`src/rtl/dmem_lsu.sv`:
```
// dmem_lsu: turns the memory op held in EX/MEM into one aligned bus transaction and holds the response for the memory stage.
// Optional feature macro ORION_LSU_MISALIGN_EN: misaligned H/HU/W accesses skip the bus and complete with misalign_o set.
module dmem_lsu #(
  parameter int ADDR_W = 32,
  parameter int DATA_W = 32
) (
  input  logic              clk_i,
  input  logic              rst_i,
  input  logic              req_valid_i,
  input  logic              req_is_load_i,
  input  logic              req_is_store_i,
  input  logic [2:0]        req_type_i,
  input  logic [ADDR_W-1:0] req_addr_i,
  input  logic [DATA_W-1:0] req_wdata_i,
  input  logic              advance_i,
  input  logic              flush_i,
  output logic              bus_req_o,
  input  logic              bus_ready_i,
  output logic              bus_we_o,
  output logic [ADDR_W-1:0] bus_addr_o,
  output logic [3:0]        bus_rmask_o,
  output logic [3:0]        bus_wmask_o,
  output logic [DATA_W-1:0] bus_wdata_o,
  input  logic              bus_rsp_valid_i,
  input  logic [DATA_W-1:0] bus_rsp_rdata_i,
  output logic [DATA_W-1:0] dmem_rdata_o,
  output logic              dmem_resp_o,
  output logic              misalign_o
);

  localparam logic [2:0] FUNCT3_LS_B  = 3'b000;
  localparam logic [2:0] FUNCT3_LS_H  = 3'b001;
  localparam logic [2:0] FUNCT3_LS_W  = 3'b010;
  localparam logic [2:0] FUNCT3_LS_BU = 3'b100;
  localparam logic [2:0] FUNCT3_LS_HU = 3'b101;

  typedef enum logic [1:0] {S_IDLE, S_REQ, S_WAIT, S_DONE} state_t;

  state_t      state;
  logic        kill;
  logic        is_op;
  logic        req_misalign;
  logic [1:0]  a;
  logic [3:0]  lane_mask;
  logic [DATA_W-1:0] lane_wdata;

  assign is_op = req_valid_i && (req_is_load_i || req_is_store_i);
  assign a     = req_addr_i[1:0];

  // NOTE: every always_comb output gets a default first so no path can infer a latch.
  always_comb begin
    lane_mask  = 4'b1111;
    lane_wdata = req_wdata_i;
    case (req_type_i)
      FUNCT3_LS_B, FUNCT3_LS_BU: begin
        lane_mask  = 4'b0001 << a;
        lane_wdata = {4{req_wdata_i[7:0]}};
      end
      FUNCT3_LS_H, FUNCT3_LS_HU: begin
        lane_mask  = 4'b0011 << {a[1], 1'b0};
        lane_wdata = {2{req_wdata_i[15:0]}};
      end
      default: ;
    endcase
  end

`ifdef ORION_LSU_MISALIGN_EN
  logic misalign_q;

  always_comb begin
    req_misalign = 1'b0;
    case (req_type_i)
      FUNCT3_LS_H, FUNCT3_LS_HU: req_misalign = a[0];
      FUNCT3_LS_W:               req_misalign = (a != 2'b00);
      default: ;
    endcase
  end

  always_ff @(posedge clk_i or posedge rst_i) begin
    if (rst_i) begin
      misalign_q <= 1'b0;
    end else if (state == S_IDLE && is_op && !flush_i && req_misalign) begin
      misalign_q <= 1'b1;
    end else if (state == S_DONE && (advance_i || flush_i)) begin
      misalign_q <= 1'b0;
    end
  end

  assign misalign_o = misalign_q;
`else
  assign req_misalign = 1'b0;
  assign misalign_o   = 1'b0;
`endif

  // NOTE: sequential state uses non-blocking assignments so all registers update from pre-edge values.
  always_ff @(posedge clk_i or posedge rst_i) begin
    if (rst_i) begin
      state        <= S_IDLE;
      kill         <= 1'b0;
      bus_req_o    <= 1'b0;
      bus_we_o     <= 1'b0;
      bus_addr_o   <= '0;
      bus_rmask_o  <= 4'b0000;
      bus_wmask_o  <= 4'b0000;
      bus_wdata_o  <= '0;
      dmem_rdata_o <= '0;
      dmem_resp_o  <= 1'b0;
    end else begin
      case (state)
        S_IDLE: begin
          if (is_op && !flush_i) begin
            if (req_misalign) begin
              dmem_rdata_o <= '0;
              dmem_resp_o  <= 1'b1;
              state        <= S_DONE;
            end else begin
              bus_addr_o  <= {req_addr_i[ADDR_W-1:2], 2'b00};
              bus_we_o    <= req_is_store_i;
              bus_rmask_o <= req_is_load_i  ? lane_mask : 4'b0000;
              bus_wmask_o <= req_is_store_i ? lane_mask : 4'b0000;
              bus_wdata_o <= lane_wdata;
              bus_req_o   <= 1'b1;
              state       <= S_REQ;
            end
          end
        end
        // A flushed request still completes on the bus; kill only drops its response.
        S_REQ: begin
          if (flush_i) kill <= 1'b1;
          if (bus_ready_i) begin
            bus_req_o <= 1'b0;
            state     <= S_WAIT;
          end
        end
        S_WAIT: begin
          if (bus_rsp_valid_i) begin
            if (kill) begin
              kill  <= 1'b0;
              state <= S_IDLE;
            end else begin
              dmem_rdata_o <= bus_rsp_rdata_i;
              dmem_resp_o  <= 1'b1;
              state        <= S_DONE;
            end
          end else if (flush_i) begin
            kill <= 1'b1;
          end
        end
        S_DONE: begin
          if (advance_i || flush_i) begin
            dmem_resp_o <= 1'b0;
            state       <= S_IDLE;
          end
        end
        default: state <= S_IDLE;
      endcase
    end
  end

  a_ld_st_exclusive: assert property (@(posedge clk_i) disable iff (rst_i)
    !(req_is_load_i && req_is_store_i));
  a_no_advance_busy: assert property (@(posedge clk_i) disable iff (rst_i)
    !(advance_i && (state == S_REQ || state == S_WAIT)));
  a_rsp_only_in_wait: assert property (@(posedge clk_i) disable iff (rst_i)
    !(bus_rsp_valid_i && state != S_WAIT));

endmodule
```
`config.mk`:
```
export PLATFORM = sky130hd
export DESIGN_NAME = dmem_lsu
export DESIGN_NICKNAME = d
export VERILOG_FILES = /design/src/rtl/dmem_lsu.sv
export SDC_FILE = /design/constraint.sdc
export NUM_CORES = 1
export LEC_CHECK = 0
export BUFFER_PORTS_ARGS = -buffer_cell sky130_fd_sc_hd__buf_2
export CAP_MARGIN = 25
export CORE_AREA = 4 4 129 131
export CTS_BUF_LIST = sky130_fd_sc_hd__clkbuf_16
export CTS_CLUSTER_DIAMETER = 120
export DETAILED_ROUTE_END_ITERATION = 6
export DIE_AREA = 0 0 133 135
export SYNTH_ARGS = -nofsm -noshare
export SYNTH_HDL_FRONTEND = slang
export SYNTH_SLANG_ARGS = --single-unit
```
`constraint.sdc`:
```
create_clock -name clk_i -period 5.3 [get_ports clk_i]
set_input_delay 1.06 -clock clk_i [delete_from_list [all_inputs] [get_ports clk_i]]
set_output_delay 1.06 -clock clk_i [all_outputs]
set_load 0.01 [all_outputs]
```
==> results.ini, run 1 <==
[pwr]
p_int_uw=2195
seq_power_share=0.429
comb_power_share=0.388
p_clk_frac=0.183
switching_share=0.3401
p_leak_uw=0.003173
ir_drop_mv=0.2724
p_sw_uw=1132
p_per_area_nw_per_um2=544.7

[synth]
synth_seq_cells=108
synthMuxAreaShare=0.2371
synthFlopType=dfrtp_1
yosys-top-cells-area=dfrtp_1 59%, mux2_2 14%, mux2i_1 5.5%, mux2_4 3.3%, o21ai_0 2.4%
yosys.area_share.adder=0.01091
synth-simple-area-share=0.04038
synth_top_area_frac=0.5894
syn_area_um2=4586
syn_inst=340
async_flop_share=1.000
synth_top_family_by_area=multiplexers
synth-compound-area-share=0.08213
synth_warnings=0
synth_edf_count=0
synth-xor-area-share=0
seq_area_frac_synth=0.5894
synth.avg_cell_area_um2=13.49
yosysUniqueCellTypes=31
synth_largest_area_cell=dfrtp_1

[critical_path]
crit_arrival_ps=2460
path_max_fanout=87
cp-start-kind=primary input
critPathCaptureType=register
cp.required_ps=5540
worstSetupPathType=in2reg

[clock_network]
clkLatencyLatePin_ps=350
numCtsBuffers=9
post-cts-setup-buffers=0
h-tree-depth=3
clockRootBuffer=clkbuf_16
path_clk_slew_ps=70
cts_sinks=108
cts_tree=yes
cts-hold-fix-buffers=0
cts_buffer_depth=2
cts_resized=0

[place]
portBuffers=211
place_hpwl_mm=8.604
routabilityCongestion=0.7638

[timing]
fmax_mhz=449.9
fin_crit_sh=0.4193
slew_viol_final=0
tightest_slew_ps=673.6
fin_worst_skew_ps=7.089
slew_headroom=0.5509
final-hold-violation-count=0
rsz0062_at_grt=false
fin_tns_setup_ps=0
period_needed_ps=2223
report.final.setup_viol=0

[floorplan]
coreArea_um2=15600
fp.dieArea_um2=17960
floorplan.io_pins=216
fp.dieW_um=133
row_count=46
start_util=0.2940
die_h_um=135

[global_route]
grt_overflow_total=0
grt_pass1_wl_mm=18.25
grt_max_degree=100
grt_pass1_vias=3595
grt_antenna_before_repair=0
track_usage=0.1278

[min_path]
hp-class=reg2reg

[status]
outcome=complete, no violations

[cells_and_area]
nets=660
antenna_cells=0
utilization=0.3916
final_cell_mix=211 x buf_2, 108 x dfrtp_1, 56 x mux2_2
syn2layout_area_growth_pct=33.21
post_route_cells_drive_above_1_share=0.5425
final_common_cell=buf_2

[route]
final_antenna_net_count=0
first_pass_iters=4
drc=0
vias=3379
drt-total-wl_mm=11.59
vias_per_cell=4.394
drt_iter0_markers=83
avgRoutedWirePerCell_um=15.08

[run]
max_cap_violations=0

[metrics by stage]
| step | hold WS (ps) | instance area [um2] | instances | setup slack (ps) | total power, uW |
|---|---|---|---|---|---|
| after detailed placement | 464.5 | 5791 | 751 | 2405 | 2753 |
| final | 477.9 | 6108 | 769 | 3077 | 3327 |
| after global routing | 509.8 | 6108 | 769 | 3029 | 3564 |
| after CTS | 481.0 | 6053 | 767 | 2793 | 3388 |
| after floorplan | 510.0 | 4593 | 342 | 1394 | 2168 |
| after global placement | 457.3 | 5791 | 751 | 2465 | 2703 |
[worst max-delay path, cell delays in order]
cell and delay, ps:
buf_2 160, o2111ai_4 200, buf_4 240, buf_16 310, mux2_2 390
[path summary, 6_finish.rpt]
| kind | start | end | slack [ps] | depth (start not counted) |
|---|---|---|---|---|
| min in group asynchronous | rst_i | bus_addr_o[3] | 590 | 2 |
| setup reg to reg | state[0] | bus_addr_o[31] | 3280 | 6 |
| hold reg to reg | bus_wdata_o[30] | bus_wdata_o[30] | 480 | 2 |
| hold / removal | bus_wdata_o[30] | bus_wdata_o[30] | 480 | 2 |
| setup / recovery | req_is_store_i | bus_addr_o[31] | 3080 | 5 |
| max in group asynchronous | rst_i | bus_wdata_o[5] | 3700 | 4 |
[cell families (layout without fill, tap and decap cells)]
logic type      after synthesis  in the layout
compound gates               59             59
flops                       108            108
fa+ha+maj                     4              4
buf+inv                      28            239
other cells                   1              3
simple gates                 44             44
mux                          96             96
[area by class of cell]
type | instances | area (um2)
clock buffer | 9 | 225.2
multi-input combinational | 206 | 1710
fill | 1535 | 9489
clock inverter | 7 | 37.54
tap | 216 | 270.3
inverter | 7 | 28.78
timing repair buffer | 216 | 1134
sequential | 108 | 2703
[cells in the mapped netlist (5+ instances only)]
cell type	instances
dfrtp_1	108
mux2_2	56
nand2_1	26
mux2i_1	25
o21ai_0	22
a21oi_1	16
nor2_1	13
mux2_4	10
a22o_1	9
buf_2	8
buf_4	7
inv_1	7
buf_6	5
mux2_1	5
[power groups by stage]
| stage | sequential, uW | combinational, uW | clock [uW] |
|---|---|---|---|
| after floorplan | 1630 | 540 | 0 |
| after global placement | 1420 | 1280 | 0 |
| after detailed placement | 1440 | 1310 | 0 |
| after CTS | 1430 | 1310 | 644 |
| after global routing | 1480 | 1420 | 671 |
| final | 1430 | 1290 | 608 |
[state kept, by name, summed over array words and instances (netlist names)]
signal,cells
bus_wdata_o,32
dmem_rdata_o,32
bus_addr_o,30
bus_rmask_o,4
bus_wmask_o,4
state,2
bus_req_o,1
bus_we_o,1
dmem_resp_o,1
kill,1
[per-layer routing]
layer | routed length (um) | vias to the layer above | track usage | share of wire
met5 | 0 | - | 0 | 0
met4 | 215 | 0 | 0.04792 | 0.019
met3 | 1009 | 13 | 0.04844 | 0.087
met2 | 5726 | 138 | 0.2170 | 0.49
met1 | 4642 | 1632 | 0.1472 | 0.40
li1 | - | 1596 | - | -
No activity file was read; power rests on OpenSTA's default activity.
==> inputs of run 2 (changes only) <==
--- a/config.mk
+++ b/config.mk
@@ -5,13 +5,14 @@
 export SDC_FILE = /design/constraint.sdc
 export NUM_CORES = 1
 export LEC_CHECK = 0
+export ABC_AREA = 1
 export BUFFER_PORTS_ARGS = -buffer_cell sky130_fd_sc_hd__buf_2
 export CAP_MARGIN = 25
-export CORE_AREA = 4 4 129 131
+export CORE_AREA = 4 4 132 134
 export CTS_BUF_LIST = sky130_fd_sc_hd__clkbuf_16
 export CTS_CLUSTER_DIAMETER = 120
 export DETAILED_ROUTE_END_ITERATION = 6
-export DIE_AREA = 0 0 133 135
+export DIE_AREA = 0 0 136 138
 export SYNTH_ARGS = -nofsm -noshare
 export SYNTH_HDL_FRONTEND = slang
 export SYNTH_SLANG_ARGS = --single-unit
==> constraint.sdc (replaced) <==
create_clock -name clk_i -period 1.9 [get_ports clk_i]
set_input_delay 0.38 -clock clk_i [delete_from_list [all_inputs] [get_ports clk_i]]
set_output_delay 0.38 -clock clk_i [all_outputs]
set_load 0.01 [all_outputs]
==> run 2 against run 1 <==
  * Global-route usage rose by 1.0 points
  * Sequential share of layout area fell by 1.9 points
  * Critical path depth rose by 1
  * First-iteration DRC count rose by 92%
  * Worst setup slack got worse by 2800 ps
  * Total power grew to 2.9 times the previous value
  * Non-clock buffer count rose by 3
  * Clock power rose to 3.7 times the previous value
  * Die area increased by 4.5%
  * Synthesized area grew 4.0%
  * Sequential power grew to 2.8 times the previous value
==> results.ini, run 2 <==
[timing]
report.final.setup_viol=0  ; unchanged
final-hold-violation-count=0  ; unchanged
fmax_mhz=609.5
fin_worst_skew_ps=7.640  ; +0.5508 ps
fin_crit_sh=0.8635
period_needed_ps=1641
tightest_slew_ps=580.0  ; -93.67 ps
slew_viol_final=0  ; unchanged
rsz0062_at_grt=false
slew_headroom=0.6134  ; +0.06245
whs_ps=221.7  ; -256.2 ps
fin_tns_setup_ps=0  ; unchanged

[critical_path]
cp-start-kind=register
rrSetupSlack_ps=260  ; -3020 ps
r2r-start=state[1]
r2r_end=bus_wdata_o[27]
worstSetupPathType=reg2reg
crit_arrival_ps=1930  ; -530 ps
rr_worst_depth=6  ; unchanged
path_max_fanout=55  ; -37%
cp.required_ps=2180  ; -3360 ps
critPathCaptureType=register

[synth]
synth_common_cells=237 x nand2_1, 108 x dfrtp_1, 34 x o21ai_0, 32 x inv_1, 29 x mux2_4
synth_seq_cells=108  ; unchanged
synth_largest_area_cell=dfrtp_1
synth_warnings=0  ; unchanged
synthFlopType=dfrtp_1
synth_edf_count=0  ; unchanged
synth.avg_cell_area_um2=9.463  ; -30%
seq_area_frac_synth=0.5666  ; -0.02273
synth_top_area_frac=0.5666  ; -0.02273
syn_inst=504  ; +48%
synth_most_common_cell=nand2_1
syn_area_um2=4770  ; +4.0%
async_flop_share=1.000  ; unchanged
yosys-top-cells-area=dfrtp_1 57%, nand2_1 19%, mux2_4 9.1%, o21ai_0 3.6%, inv_1 2.5%
yosysUniqueCellTypes=24  ; -23%

[floorplan]
start_util=0.2928  ; -0.001197
row_count=47  ; +2.2%
fp.dieArea_um2=18770  ; +4.5%
coreArea_um2=16290  ; +4.4%
floorplan.io_pins=216  ; unchanged
die_h_um=138  ; +2.2%
fp.dieW_um=136  ; +2.3%

[pwr]
p_int_uw=6474  ; +190%
p_sw_uw=3326  ; +190%
p_per_area_nw_per_um2=1536  ; +180%
p_clk_frac=0.230  ; +0.047
comb_power_share=0.369  ; -0.019
ir_drop_mv=0.5184  ; +90%
p_leak_uw=0.003749  ; +18%
switching_share=0.3394  ; -0.0007820
seq_power_share=0.402  ; -0.027

[route]
avgRoutedWirePerCell_um=14.07  ; -6.7%
final_antenna_net_count=0  ; unchanged
vias_per_cell=4.224  ; -3.9%
drt_iter0_markers=159  ; +92%
first_pass_iters=7  ; +3
vias=3954  ; +17%
drc=0  ; unchanged
drt-total-wl_mm=13.17  ; +14%

[place]
place_hpwl_mm=9.558  ; +11%
dpl_cell_area_um2=6027  ; +4.1%
routabilityCongestion=0.7933  ; +3.9%
portBuffers=211  ; unchanged

[clock_network]
cts_buffer_depth=2  ; unchanged
path_clk_slew_ps=70  ; about the same
h-tree-depth=3  ; unchanged
cts-hold-fix-buffers=0  ; unchanged
post-cts-setup-buffers=0  ; unchanged
clkLatencyLatePin_ps=350  ; about the same
clockRootBuffer=clkbuf_16
numCtsBuffers=9  ; unchanged
cts_resized=0  ; unchanged
cts_tree=yes
cts_sinks=108  ; unchanged

[global_route]
grt_antenna_before_repair=1  ; +1
grt_pass1_wl_mm=20.56  ; +13%
track_usage=0.1381  ; +0.01024
grt_max_degree=109  ; +9.0%
grt_pass1_vias=3858  ; +7.3%
grt_overflow_total=0  ; unchanged

[run]
max_cap_violations=0  ; unchanged

[cells_and_area]
nets=824  ; +25%
top_regs=bus_wdata_o (32), dmem_rdata_o (32), bus_addr_o (30)
utilization=0.3917  ; about the same
syn2layout_area_growth_pct=33.76
final_common_cell=nand2_1
antenna_cells=0  ; unchanged
fin_area_um2=6380  ; +4.4%
post_route_cells_drive_above_1_share=0.3785  ; -0.1640
num-fill-cells=1676  ; +9.2%
final_cell_mix=237 x nand2_1, 211 x buf_2, 108 x dfrtp_1

[status]
outcome=complete, no violations

[min_path]
hp-class=in2async

run 2: cell count changes after synthesis, sizes merged, moves of 15 or more:
cell / before / now
a21oi: 16 / 1
inv: 7 / 33
nand2: 26 / 237
mux2i: 25 / 0
mux2: 71 / 32
run 2: routing by layer:
layer | vias up | GRT usage | wire, um
met5 | - | 0 | 13
met4 | 2 | 0.06048 | 333
met3 | 25 | 0.03815 | 999
met2 | 130 | 0.2245 | 6201
met1 | 1826 | 0.1710 | 5619
li1 | 1971 | - | -
run 2: how the worst max path moves through the flow:
stage | from | endpoint | cells past startpoint
2_1_floorplan | rst_i | bus_addr_o[10] | 1
3_3_place_gp | state[1] | bus_wdata_o[27] | 6
3_5_place_dp | state[1] | bus_wdata_o[27] | 6
4_1_cts | state[1] | bus_wdata_o[27] | 6
5_1_grt | state[1] | bus_wdata_o[27] | 6
6_report | state[1] | bus_wdata_o[27] | 6
run 2: cell families (layout without fill, tap and decap cells):
family / after synthesis / in the layout / share of synthesized area
simple gates: 262 / 262 / 0.2141
other cells: 1 / 3 / 0.0007862
fa+ha+maj: 4 / 4 / 0.01049
flops: 108 / 108 / 0.5666
buf+inv: 57 / 267 / 0.06532
mux: 32 / 32 / 0.09837
compound gates: 40 / 40 / 0.04433
run 2: per-stage QoR:
| stage | worst slack [ps] | cells | total power [uW] |
|---|---|---|---|
| global placement | 266.8 | 921 | 7601 |
| detailed placement | 250.9 | 921 | 7660 |
| CTS | 235.1 | 936 | 9978 |
| global route | 81.02 | 936 | 10500 |
| finish | 259.3 | 936 | 9799 |
| floorplan | 218.5 | 506 | 6028 |
run 2: power groups by stage:
stage	sequential, uW	combinational [uW]	clock, uW
after floorplan	4500	1530	0
final	3940	3610	2250
after global routing	4080	4000	2420
after CTS	3940	3700	2330
after global placement	3940	3660	0
after detailed placement	3960	3700	0
run 2: area by class of cell:
type                       instances  area, um2  area share
clock buffer                       9      225.2     0.03530
clock inverter                     6      127.6     0.02000
tap                              220      275.3     0.04315
multi-input combinational        341       1775      0.2783
timing repair buffer             219       1141      0.1789
inverter                          33      132.6     0.02079
sequential                       108       2703      0.4236
run 2: worst max-delay path, cell delays in order (launching register included):
cell and delay, ps:
dfrtp_1 430, inv_1 110, ha_1 220, nand3_4 150, inv_6 330, o21ai_0 200
nand2_1 90
==> inputs of run 3 (changes only) <==
==> config.mk (replaced) <==
export PLATFORM = sky130hd
export DESIGN_NAME = dmem_lsu
export DESIGN_NICKNAME = d
export VERILOG_FILES = /design/src/rtl/dmem_lsu.sv
export SDC_FILE = /design/constraint.sdc
export NUM_CORES = 1
export LEC_CHECK = 0
export BUFFER_PORTS_ARGS = -buffer_cell sky130_fd_sc_hd__buf_2
export CAP_MARGIN = 25
export CORE_AREA = 2 2 127 129
export CTS_BUF_LIST = sky130_fd_sc_hd__clkbuf_16
export CTS_CLUSTER_DIAMETER = 120
export DETAILED_ROUTE_END_ITERATION = 6
export DIE_AREA = 0 0 129 131
export SYNTH_ARGS = -nofsm -noshare
export SYNTH_HDL_FRONTEND = slang
export SYNTH_SLANG_ARGS = --single-unit
==> run 3 against run 2 <==
  * Utilization up 0.57 points
  * Global-route usage down 0.76 points
  * Design area down 2.8%
  * Die area down 10%
  * Worst hold slack worse by 110 ps
  * Flip-flop and latch count unchanged
  * Via count down 14%
  * Fmax down 8.3%
  * Critical path type unchanged
  * Critical endpoint is now dmem_rdata_o[1]
==> results.ini, run 3 (same netlist as run 1, synthesis figures left out) <==
[status]
outcome=complete, no violations

[route]
avgRoutedWirePerCell_um=14.27  ; +1.4%
vias_per_cell=4.435  ; +5.0%
drt_iter0_markers=99  ; -38%
vias=3415  ; -14%
final_antenna_net_count=0  ; unchanged
drt-total-wl_mm=10.99  ; -17%
drc=0  ; unchanged
first_pass_iters=4  ; -3

[critical_path]
cp.required_ps=2130  ; -50 ps
slowest_stage=dfrtp_1
critPathCaptureType=register
cp_top_family=flip-flops
cp-start-kind=register
slowest_delay_ps=400  ; -30 ps
cp-endpoint=dmem_rdata_o[1]
critPathLaunch=state[0]
r2r_end=dmem_rdata_o[1]
crit_arrival_ps=2020  ; +90 ps
r2r-start=state[0]
worstSetupPathType=reg2reg
crit_chain=inv_1 -> ha_1 -> and2b_2 -> nand2_1 -> buf_12 -> mux2_2
rrSetupSlack_ps=110  ; -150 ps
cp.buffers_inverters=2  ; unchanged
cp.depth=6  ; unchanged
rr_worst_depth=6  ; unchanged
path_max_fanout=32  ; -42%

[cells_and_area]
post_route_cells_drive_above_1_share=0.5542  ; +0.1757
fin_area_um2=6198  ; -2.8%
syn2layout_area_growth_pct=35.17
final_common_cell=buf_2
top_regs=bus_wdata_o (32), dmem_rdata_o (32), bus_addr_o (30)
nets=661  ; -20%
antenna_cells=0  ; unchanged
final_cell_mix=211 x buf_2, 108 x dfrtp_1, 56 x mux2_2

[floorplan]
fp.dieArea_um2=16900  ; -10%
die_h_um=131  ; -5.1%
row_count=46  ; -2.1%
floorplan.io_pins=216  ; unchanged
start_util=0.2940  ; +0.001197
fp.dieW_um=129  ; -5.1%
coreArea_um2=15600  ; -4.2%

[run]
max_cap_violations=0  ; unchanged

[pwr]
p_per_area_nw_per_um2=1551  ; +0.95%
p_leak_uw=0.003191  ; -15%
ir_drop_mv=0.7323  ; +41%

[global_route]
grt_antenna_before_repair=2  ; +1
grt_pass1_vias=3425  ; -11%
grt_overflow_total=0  ; unchanged
track_usage=0.1304  ; -0.007638
grt_max_degree=92  ; -16%
grt_pass1_wl_mm=17.14  ; -17%

[timing]
fin_worst_skew_ps=7.044  ; -0.5964 ps
fin_tns_setup_ps=0  ; unchanged
fin_crit_sh=0.9418  ; +0.07830
report.final.setup_viol=0  ; unchanged
final-hold-violation-count=0  ; unchanged
period_needed_ps=1789  ; +148.8 ps
fmax_mhz=558.8  ; -8.3%
slew_viol_final=0  ; unchanged
rsz0062_at_grt=true

[clock_network]
clockRootBuffer=clkbuf_16
clkLatencyLatePin_ps=350  ; about the same
numCtsBuffers=9  ; unchanged
cts_sinks=108  ; unchanged
h-tree-depth=3  ; unchanged
path_clk_slew_ps=70  ; about the same
cts_tree=yes
cts_buffer_depth=2  ; unchanged

[min_path]
hp-class=in2async

[place]
portBuffers=211  ; unchanged
dpl_cell_area_um2=5864  ; -2.7%
place_hpwl_mm=8.303  ; -13%
routabilityCongestion=0.7450  ; -6.1%

run 3: tightest hold or removal path, stage by stage:
cell and delay (ps):
buf_2 110, clkinvlp_4 80, buf_12 290
run 3: layout make-up:
class	count	area, um2
Fill cell	1526	9399
Sequential cell	108	2703
Multi-Input combinational cell	206	1717
Timing Repair Buffer	217	1156
Tap cell	216	270.3
Clock buffer	9	225.2
Clock inverter	7	97.59
Inverter	7	30.03
run 3: worst min path at each step:
stage               slack [ps]             from  cells past startpoint         endpoint
global placement           460  bus_wdata_o[17]                      2  bus_wdata_o[17]
detailed placement         470  bus_wdata_o[11]                      2  bus_wdata_o[11]
finish                     110            rst_i                      3         bus_we_o
global route               160            rst_i                      3         bus_we_o
floorplan                  480  bus_rsp_valid_i                      1             kill
CTS                        140            rst_i                      3  dmem_rdata_o[9]
run 3: per-layer routing:
metal / GRT usage / vias up / wire, um
li1: - / 1598 / -
met1: 0.1524 / 1667 / 4345
met2: 0.2244 / 138 / 5541
met3: 0.05497 / 10 / 971
met4: 0.03005 / 2 / 115
met5: 0 / - / 13
run 3: per-stage QoR:
step | total power, uW | worst slack, ps | hold WS [ps] | cells | utilization
after floorplan | 6050 | 218.5 | 477.0 | 342 | -
after global placement | 7527 | 132.9 | 458.6 | 754 | 0.3760
after detailed placement | 7681 | 62.35 | 469.5 | 754 | 0.3760
after CTS | 9776 | 55.88 | 142.1 | 770 | 0.3967
after global routing | 10330 | -3.453 | 156.8 | 770 | 0.3974
final | 9611 | 110.6 | 108.1 | 770 | 0.3974
run 3: timing repair:
action,4_1_cts,5_1_grt
gates resized for setup,0,4
setup buffers,0,0
endpoints found under the setup margin,0,40
hold buffers,0,0
run 3: report_power, final:
group	switching, uW	leakage [uW]	internal (uW)
clock	866	0.000152	1160
sequential	574	0.00132	3430
combinational	1750	0.00172	1830
total	3190	0.00319	6420
